--- src/rtl/pc_gen.sv ---
// Program-counter generator: five-source next-PC selection, fetch handshake,
// BOOT/RUN/HALT control, misaligned-redirect detection and a circular return-address stack.
module pc_gen #(
  parameter int              XLEN         = 32,
  parameter logic [XLEN-1:0] RESET_VECTOR = '0,
  parameter int              IALIGN       = 4,
  parameter int              RAS_DEPTH    = 4
) (
  input  logic            clk,
  input  logic            rst_n,
  input  logic            i_pc_en,
  input  logic            i_pc_ready,
  output logic            o_pc_valid,
  output logic [XLEN-1:0] o_curr_pc,
  input  logic            i_redirect_req,
  input  logic [XLEN-1:0] i_redirect_target,
  input  logic            i_trap_req,
  input  logic [XLEN-1:0] i_trap_vec,
  input  logic            i_call_push,
  input  logic            i_ret_pop,
  input  logic            i_halt_req,
  input  logic            i_resume_req,
  output logic            o_misalign_fault,
  output logic            o_ras_empty,
  output logic            o_halted
);

  localparam int              PTR_W      = $clog2(RAS_DEPTH);
  localparam int              CNT_W      = PTR_W + 1;
  localparam logic [XLEN-1:0] ALIGN_MASK = XLEN'(IALIGN - 1);
  localparam logic [XLEN-1:0] STEP       = XLEN'(IALIGN);
  localparam logic [CNT_W-1:0] FULL      = CNT_W'(RAS_DEPTH);

  typedef enum logic [1:0] {S_BOOT, S_RUN, S_HALT} state_t;

  function automatic logic is_aligned(input logic [XLEN-1:0] a);
    return (a & ALIGN_MASK) == '0;
  endfunction

  state_t           r_state, w_state_nxt;
  logic [XLEN-1:0]  r_pc, w_pc_nxt;
  logic             r_fault, w_fault_nxt;
  logic [PTR_W-1:0] r_top;
  logic [CNT_W-1:0] r_count;
  logic [XLEN-1:0]  r_ras [RAS_DEPTH];

  logic             w_adv, w_accept, w_clear, w_pop, w_push;
  logic             w_ras_nonempty;
  logic [XLEN-1:0]  w_seq_pc;

  assign w_adv          = (r_state == S_RUN) && i_pc_en && i_pc_ready;
  assign w_ras_nonempty = (r_count != '0);
  assign w_seq_pc       = r_pc + STEP;
  // w_accept is only raised for an aligned redirect or a plain advance, never under trap
  assign w_pop          = w_accept && i_ret_pop && w_ras_nonempty;
  assign w_push         = w_accept && i_call_push;

  always_comb begin
    w_state_nxt = r_state;
    w_pc_nxt    = r_pc;
    w_fault_nxt = 1'b0;
    w_accept    = 1'b0;
    w_clear     = 1'b0;
    case (r_state)
      S_BOOT: w_state_nxt = S_RUN;
      S_RUN: begin
        if (i_trap_req) begin
          w_pc_nxt = i_trap_vec & ~ALIGN_MASK;
          w_clear  = 1'b1;
        end else if (i_redirect_req) begin
          if (is_aligned(i_redirect_target)) begin
            w_pc_nxt = i_redirect_target;
            w_accept = 1'b1;
          end else begin
            w_fault_nxt = 1'b1;
          end
        end else if (w_adv) begin
          w_accept = 1'b1;
          w_pc_nxt = (i_ret_pop && w_ras_nonempty) ? r_ras[r_top] : w_seq_pc;
        end
        if (i_halt_req && !i_trap_req && !i_redirect_req)
          w_state_nxt = S_HALT;
      end
      S_HALT: begin
        if (i_trap_req) begin
          w_pc_nxt    = i_trap_vec & ~ALIGN_MASK;
          w_clear     = 1'b1;
          w_state_nxt = S_RUN;
        end else if (i_resume_req) begin
          w_state_nxt = S_RUN;
        end
      end
      default: w_state_nxt = S_BOOT;
    endcase
  end

  always_ff @(posedge clk or negedge rst_n) begin
    if (!rst_n) begin
      r_state <= S_BOOT;
      r_pc    <= RESET_VECTOR;
      r_fault <= 1'b0;
    end else begin
      r_state <= w_state_nxt;
      r_pc    <= w_pc_nxt;
      r_fault <= w_fault_nxt;
    end
  end

  // Pop-then-push rewrites the top slot in place; a push when full lands on the oldest slot.
  always_ff @(posedge clk or negedge rst_n) begin
    if (!rst_n) begin
      r_top   <= '0;
      r_count <= '0;
    end else if (w_clear) begin
      r_top   <= '0;
      r_count <= '0;
    end else if (w_pop && !w_push) begin
      r_top   <= r_top - PTR_W'(1);
      r_count <= r_count - CNT_W'(1);
    end else if (w_push && !w_pop) begin
      r_top <= r_top + PTR_W'(1);
      if (r_count != FULL)
        r_count <= r_count + CNT_W'(1);
    end
  end

  always_ff @(posedge clk) begin
    if (w_push) begin
      if (w_pop)
        r_ras[r_top] <= w_seq_pc;
      else
        r_ras[r_top + PTR_W'(1)] <= w_seq_pc;
    end
  end

  assign o_curr_pc        = r_pc;
  assign o_pc_valid       = (r_state == S_RUN);
  assign o_halted         = (r_state == S_HALT);
  assign o_misalign_fault = r_fault;
  assign o_ras_empty      = (r_count == '0);

endmodule

--- config.mk ---
export PLATFORM = sky130hd
export DESIGN_NAME = pc_gen
export DESIGN_NICKNAME = d
export VERILOG_FILES = /design/src/rtl/pc_gen.sv
export SDC_FILE = /design/constraint.sdc
export NUM_CORES = 1
export LEC_CHECK = 0
export ABC_CLOCK_PERIOD_IN_PS = 4200
export CAP_MARGIN = 20
export CORE_MARGIN = 10
export CORE_UTILIZATION = 50
export CTS_BUF_LIST = sky130_fd_sc_hd__clkbuf_16
export CTS_CLUSTER_SIZE = 20
export DETAILED_ROUTE_END_ITERATION = 10
export GPL_ROUTABILITY_DRIVEN = 0
export GPL_TIMING_DRIVEN = 0
export PLACE_DENSITY_LB_ADDON = 0.05
export SKIP_LAST_GASP = 1
export SYNTH_ARGS = -nofsm -noshare
export SYNTH_HDL_FRONTEND = slang
export SYNTH_SLANG_ARGS = --single-unit
--- constraint.sdc ---
create_clock -name clk -period 4.2 [get_ports clk]
set_input_delay 0.84 -clock clk [delete_from_list [all_inputs] [get_ports clk]]
set_output_delay 0.84 -clock clk [all_outputs]
set_load 0.005 [all_outputs]
# Yosys cells after proc, flatten, opt, wreduce, memory -nomap -nowiden
# Memories as Yosys holds them, arrays and structs flattened.
# Index checks and enable logic that the tools add are counted.
[classes]
bitwise = 0
n_mul = 0
order_cmp = 0
n_shift = 0
reduce_logical = 26
div = 0
addsub = 5
eq_ne = 8
muxes = 38
[op_table]
columns = ["cell", "n"]
rows = [
  ["2-to-1 mux 32 bit", 7],
  ["one-hot mux 32 bit (2 select lines)", 1],
  ["adder 32 x 3 -> 32 bit (second input constant)", 1],
  ["zero test 32 bit", 1],
  ["OR reduction 32 bit", 1],
  ["2-to-1 mux 1 bit", 18],
  ["2-to-1 mux 2 bit", 7],
  ["2-to-1 mux 3 bit", 4],
  ["logical AND 1 bit", 10],
  ["nonzero test 3 bit", 3],
  ["inequality test 3 bit (second input constant)", 2],
  ["one-hot mux 2 bit (3 select lines)", 1],
  ["zero test 1 bit", 4],
  ["inequality test 4 x 1 -> 1 bit (second input constant)", 1],
  ["inequality test 4 x 2 -> 1 bit (second input constant)", 1],
  ["AND reduction 2 bit", 2],
  ["AND reduction 4 bit", 1],
  ["adder 3 x 1 -> 3 bit (second input constant)", 1],
  ["zero test 3 bit", 1],
  ["subtractor 3 x 1 -> 3 bit (second input constant)", 1],
  ["adder 2 x 1 -> 2 bit (second input constant)", 1],
  ["equality test 2 x 1 -> 1 bit (second input constant)", 1],
  ["equality test 2 bit (second input constant)", 1],
  ["zero test 2 bit", 1],
  ["5 further kinds", 5],
]
[word_totals]
word_cells = 83
memories = 1
mem_bits_ro = 0
register_bits = 40
in_bits = 74
latchBits = 0
ramBits = 128
output_inout_bits = 36
[mem_list]
columns = ["name", "words", "word_bits", "read_ports", "rd_ports_with_merged_regs", "write_ports", "line_no", "rtl"]
rows = [
  ["r_ras", 4, 32, 1, 0, 1, "45", "logic [XLEN-1:0] r_ras [RAS_DEPTH];"],
]

# Logic depth before layout (Yosys ltp)
# Gate-level depths: netlist of the first run.
[depth]
depth_word = 14
depth_mapped = 11
depth_no_buf = 11

# Worst setup path before layout of the first run
# No wires, ideal clock.
[synth_path]
kind = "input port to flip-flop"
start = "in i_redirect_target[0]"
end = "mem r_ras[0][0], enable pin"
required_ns = 3.768
setup_ns = 0.432
path_stages = 4
arrival_time_ns = 3.474
path_slack_ns = 0.294
n_path_buf = 0
cell_sequence = "or3b_2 > a21oi_1 > nand2_1 > a21oi_1"
[synth_between]
elab_chain_len = 12
word_cells_on_any_way = 17
cone_classes = "mux (12); reduce/logical (5)"
[synth_rtl]
columns = ["element", "line_no", "rtl"]
rows = [
  ["from (decl)", "16", "input logic [XLEN-1:0] i_redirect_target,"],
  ["zero test 32 bit (*)", "37", "return (a & ALIGN_MASK) == '0;"],
  ["2-to-1 mux 1 bit (*)", "71", "if (is_aligned(i_redirect_target)) begin"],
  ["2-to-1 mux 1 bit (*)", "70", "end else if (i_redirect_req) begin"],
  ["2-to-1 mux 1 bit (*)", "67", "if (i_trap_req) begin"],
  ["2-to-1 mux 1 bit (*)", "64", "case (r_state)"],
  ["logical AND 1 bit (2 in series)", "55", "assign w_pop = w_accept && i_ret_pop && w_ras_nonempty;"],
  ["2-to-1 mux 1 bit", "129", "if (w_pop)"],
  ["2-to-1 mux 1 bit", "128", "if (w_push) begin"],
  ["2-to-1 mux 1 bit (implied by the code)", "132", "r_ras[r_top + PTR_W'(1)] <= w_seq_pc;"],
  ["OR reduction 32 bit (no source line)", "-", ""],
  ["2-to-1 mux 2 bit (no source line) / 2-to-1 mux 1 bit (equally long branches)", "-", ""],
  ["to (decl)", "45", ""],
]
# Every way passes the cells marked *; elsewhere a longest branch is shown, timed or not.

# Worst setup path in the final report of the first run
[layout_path]
start = "in i_redirect_target[0]"
end = "mem r_ras[2][4], enable pin"
# The elaborated chain is that of the path after synthesis.

==> out/metrics.json, run 1 <==
{
  "clock_network": {
    "worst_setup_hold_path_clk_slew_ns": 0.06,
    "clock_tree.buffer_depth": 2,
    "cts.sink_count": 168,
    "worstSkewPairLatency_ns": 0.43,
    "cts_setup_buffers": 0,
    "tritoncts_clock_tree": "yes",
    "cts_root_buffer": "sky130_fd_sc_hd__clkbuf_16",
    "cts_buffers": 17,
    "cts.repair.resized": 0,
    "cts-hold-fix-buffers": 0,
    "htree_levels": 4
  },
  "placed_design": {
    "portBuffers": 107,
    "post_dp_cell_area_sq_mm": 0.00968,
    "post-dp-hpwl_microns": 17400,
    "post-place-cells": 944,
    "pre_cts_setup_slack_ns": 0.179
  },
  "detailed_routing": {
    "routed_wire_length_per_instance_microns": 25.5,
    "dr.pass1.iters": 5,
    "avgViaCountPerCell": 6.31,
    "ant_nets": 0,
    "routedLengthMet1_microns": 10100,
    "wl_met2_microns": 12100,
    "vias": 6166,
    "top_layer": "met4",
    "initialDrtViolationCount": 611,
    "met3_wirelength_microns": 2060,
    "wl_microns": 24900,
    "detail_route.drc_violations": 0
  },
  "global_routing": {
    "globalRouteOverflowTotal": 0,
    "antenna_found_initial": 0,
    "first_global_vias": 6303,
    "grt_pass1_wl_microns": 38000,
    "grtUsageTotal_pct": 23.0,
    "grt_max_degree": 27
  },
  "timing": {
    "finalMaxSlewViolations": 0,
    "final.setup.tns_ns": 0,
    "holdWs_ns": 0.341,
    "grt_setup_unrepaired": "false",
    "final_period_minus_worst_setup_slack_ns": 3.66,
    "timing.fmax_mhz": 273,
    "final.setup_skew_ns": 0.0104,
    "finalWorstSetupSlack_ns": 0.542,
    "tightest_slew_ns": 0.996,
    "setup_violations": 0,
    "maxSlewHeadroom_pct": 33.2,
    "hold_violations": 0,
    "layout_worst_path_cycle_share_pct": 87.1
  },
  "floorplanning": {
    "die_area_sq_mm": 0.0219,
    "ios": 110,
    "rows": 46,
    "core_sq_mm": 0.0159,
    "die_h_microns": 148,
    "start_util_pct": 51.3,
    "die_x_microns": 148
  },
  "finish": {
    "fillCellCount": 1209,
    "fin_util_pct": 64.6,
    "layout.nets": 829,
    "num_antenna_cells": 0,
    "fin_cells": 977,
    "syn_to_final_growth_pct": 25.7,
    "final_area_sq_mm": 0.0103,
    "layout_cell_share_with_drive_strength_beyond_1_pct": 13.7
  },
  "logic_synthesis": {
    "synth_fp_nets": 697,
    "number_of_flops_mapped_to_enable_cells_by_yosys": 128,
    "ys_types": 71,
    "post_synth.cell_area_avg_sq_um": 13.3,
    "synthesis.instances": 616,
    "async_reset_ff_share_pct": 23.8,
    "syn_area_sq_mm": 0.00819,
    "synth_seq_area_share_pct": 59.2,
    "synthesis_stage_register_bit_count": 168,
    "yosys_warnings": 0,
    "synth_ff_type": "sky130_fd_sc_hd__edfxtp_1"
  },
  "pwr": {
    "power_frac_comb_pct": 37.3,
    "clkPwrFrac_pct": 24.8,
    "cellLeakagePower_nw": 3.51,
    "cellPowerDensity_mw_per_mm2": 637,
    "peakVddDrop_v": 0.000390,
    "total_switching_power_mw": 2.34,
    "finalPower_mw": 6.56,
    "switching_share_pct": 35.7,
    "power_frac_seq_pct": 37.9,
    "p_int_mw": 4.22
  },
  "critical_path": {
    "critical_path_required_time_ns": 4.33,
    "crit-reg2reg-capture": "r_ras[2][4]$_DFFE_PP_",
    "critical_path_fanouts_max": 17,
    "cp-start-kind": "input port",
    "endpoint_kind": "flop",
    "path_class": "in -> reg",
    "reg2reg_slack_ns": 0.68,
    "r2r_start": "r_count[1]$_DFFE_PN0P_",
    "ff2ff_path_depth": 6,
    "crit_arrival_ns": 3.79
  },
  "status": {
    "result_of_the_run": "finished clean"
  },
  "min_path": {
    "hold_class": "in -> async"
  },
  "flow_run": {
    "drv.max_cap_violation_count": 0
  }
}
==> cells by family after synthesis <==
| family | synth area share (%) |
|---|---|
| AOI/OAI and AO/OA | 13.2 |
| adders and majority gates | 1.07 |
| DFF | 59.2 |
| xor gates and xnor gates | 3.21 |
| muxes | 9.43 |
| and+or+nand+nor | 10.6 |
| buffers and inverters | 3.27 |
==> per-layer routing <==
layer | vias up | GRT usage, %
li1 | 2693 | -
met1 | 3094 | 29.6
met2 | 336 | 37.0
met3 | 43 | 5.43
met4 | 0 | 8.72
met5 | - | 0
==> registers in the layout, summed over array words and instances (netlist names) <==
signal	cells
r_top	2
o_misalign_fault	1
r_ras	128
r_count	3
r_state	2
o_curr_pc	32
==> Yosys cell counts (12+ instances only) <==
| cell type | instances | share of area [%] |
|---|---|---|
| sky130_fd_sc_hd__dfrtp_1 | 40 | 12 |
| sky130_fd_sc_hd__xor2_1 | 16 | 1.7 |
| sky130_fd_sc_hd__inv_1 | 12 | 0.55 |
| sky130_fd_sc_hd__nor2_1 | 34 | 1.6 |
| sky130_fd_sc_hd__nand3_1 | 18 | 1.1 |
| sky130_fd_sc_hd__nand2_1 | 40 | 1.8 |
| sky130_fd_sc_hd__xnor2_1 | 14 | 1.5 |
| sky130_fd_sc_hd__nor3_1 | 17 | 1.0 |
| sky130_fd_sc_hd__a21oi_1 | 33 | 2.0 |
| sky130_fd_sc_hd__o21ai_0 | 39 | 2.4 |
| sky130_fd_sc_hd__clkbuf_1 | 27 | 1.2 |
| sky130_fd_sc_hd__edfxtp_1 | 128 | 47 |
| sky130_fd_sc_hd__mux4_2 | 32 | 8.8 |
==> layout by cell type (no fill, tap or decap), types with 5 or more instances in the layout <==
master and instances:
sky130_fd_sc_hd__nand4_1 9, sky130_fd_sc_hd__mux4_2 32, sky130_fd_sc_hd__nand3_1 18, sky130_fd_sc_hd__a21oi_1 31, sky130_fd_sc_hd__o21ai_0 39, sky130_fd_sc_hd__inv_1 16
sky130_fd_sc_hd__clkbuf_1 27, sky130_fd_sc_hd__nand2_1 40, sky130_fd_sc_hd__dfrtp_1 40, sky130_fd_sc_hd__nor3_1 17, sky130_fd_sc_hd__a32oi_1 9, sky130_fd_sc_hd__o22ai_1 7
sky130_fd_sc_hd__edfxtp_1 128, sky130_fd_sc_hd__clkdlybuf4s50_1 106, sky130_fd_sc_hd__o221ai_1 5, sky130_fd_sc_hd__o21bai_1 5, sky130_fd_sc_hd__ha_1 7, sky130_fd_sc_hd__nor2_1 32
sky130_fd_sc_hd__buf_2 11, sky130_fd_sc_hd__clkbuf_16 17, sky130_fd_sc_hd__xnor2_1 14, sky130_fd_sc_hd__xor2_1 16, sky130_fd_sc_hd__a221o_1 8, sky130_fd_sc_hd__and3_1 8
==> power by group through the flow <==
| stage | Sequential, mW | Combinational, mW | Clock (mW) |
|---|---|---|---|
| CTS | 2.48 | 2.42 | 1.64 |
| finish | 2.48 | 2.44 | 1.63 |
| floorplan | 2.43 | 1.42 | 0 |
| detailed placement | 2.51 | 2.40 | 0 |
| global placement | 2.50 | 2.31 | 0 |
| global route | 2.51 | 2.66 | 1.72 |
==> worst max-delay path by stage <==
stage,start,end,slack [ns],cells after the start
CTS,i_redirect_target[0],r_ras[2][4]$_DFFE_PP_,0.62,6
global route,i_redirect_target[0],r_ras[2][4]$_DFFE_PP_,0.41,6
detailed placement,i_redirect_target[0],r_ras[2][7]$_DFFE_PP_,0.18,6
finish,i_redirect_target[0],r_ras[2][4]$_DFFE_PP_,0.54,6
global placement,i_redirect_target[0],r_ras[2][27]$_DFFE_PP_,-1.99,5
floorplan,i_redirect_target[0],r_ras[0][0]$_DFFE_PP_,0.29,4
==> worst max-delay path: stages <==
cell and delay (ns):
sky130_fd_sc_hd__clkdlybuf4s50_1 0.51, sky130_fd_sc_hd__or3b_2 0.56, sky130_fd_sc_hd__a21oi_1 0.56, sky130_fd_sc_hd__nand2_1 0.31, sky130_fd_sc_hd__a21oi_4 0.74, sky130_fd_sc_hd__buf_16 0.25
==> cell type report <==
type                    instances  area, sq um  area share [%]
plain buffers                  45          223            2.16
clock buffers                  17          425            4.13
clock inverters                15          188            1.82
inverters                      12         45.0           0.438
multi-input cells             391         3110            30.2
flip-flops and latches        168         4840            47.1
well taps                     216          270            2.63
repair buffers                113         1190            11.5
Note: power is estimated with default switching activity, not from simulation.
==> run 2, diff against run 1 <==
--- a/config.mk
+++ b/config.mk
@@ -15,6 +15,7 @@
 export GPL_ROUTABILITY_DRIVEN = 0
 export GPL_TIMING_DRIVEN = 0
 export PLACE_DENSITY_LB_ADDON = 0.05
+export SKIP_CTS_REPAIR_TIMING = 1
 export SKIP_LAST_GASP = 1
 export SYNTH_ARGS = -nofsm -noshare
 export SYNTH_HDL_FRONTEND = slang
==> results of run 2 <==
Same layout as run 1: the final DEF is identical, and so are final timing and power.
==> run 3, diff against run 2 <==
--- a/config.mk
+++ b/config.mk
@@ -10,6 +10,7 @@
 export CORE_MARGIN = 10
 export CORE_UTILIZATION = 50
 export CTS_BUF_LIST = sky130_fd_sc_hd__clkbuf_16
+export CTS_CLUSTER_DIAMETER = 30
 export CTS_CLUSTER_SIZE = 20
 export DETAILED_ROUTE_END_ITERATION = 10
 export GPL_ROUTABILITY_DRIVEN = 0
==> results of run 3 <==
Same layout as run 1: the final DEF is identical, and so are final timing and power.
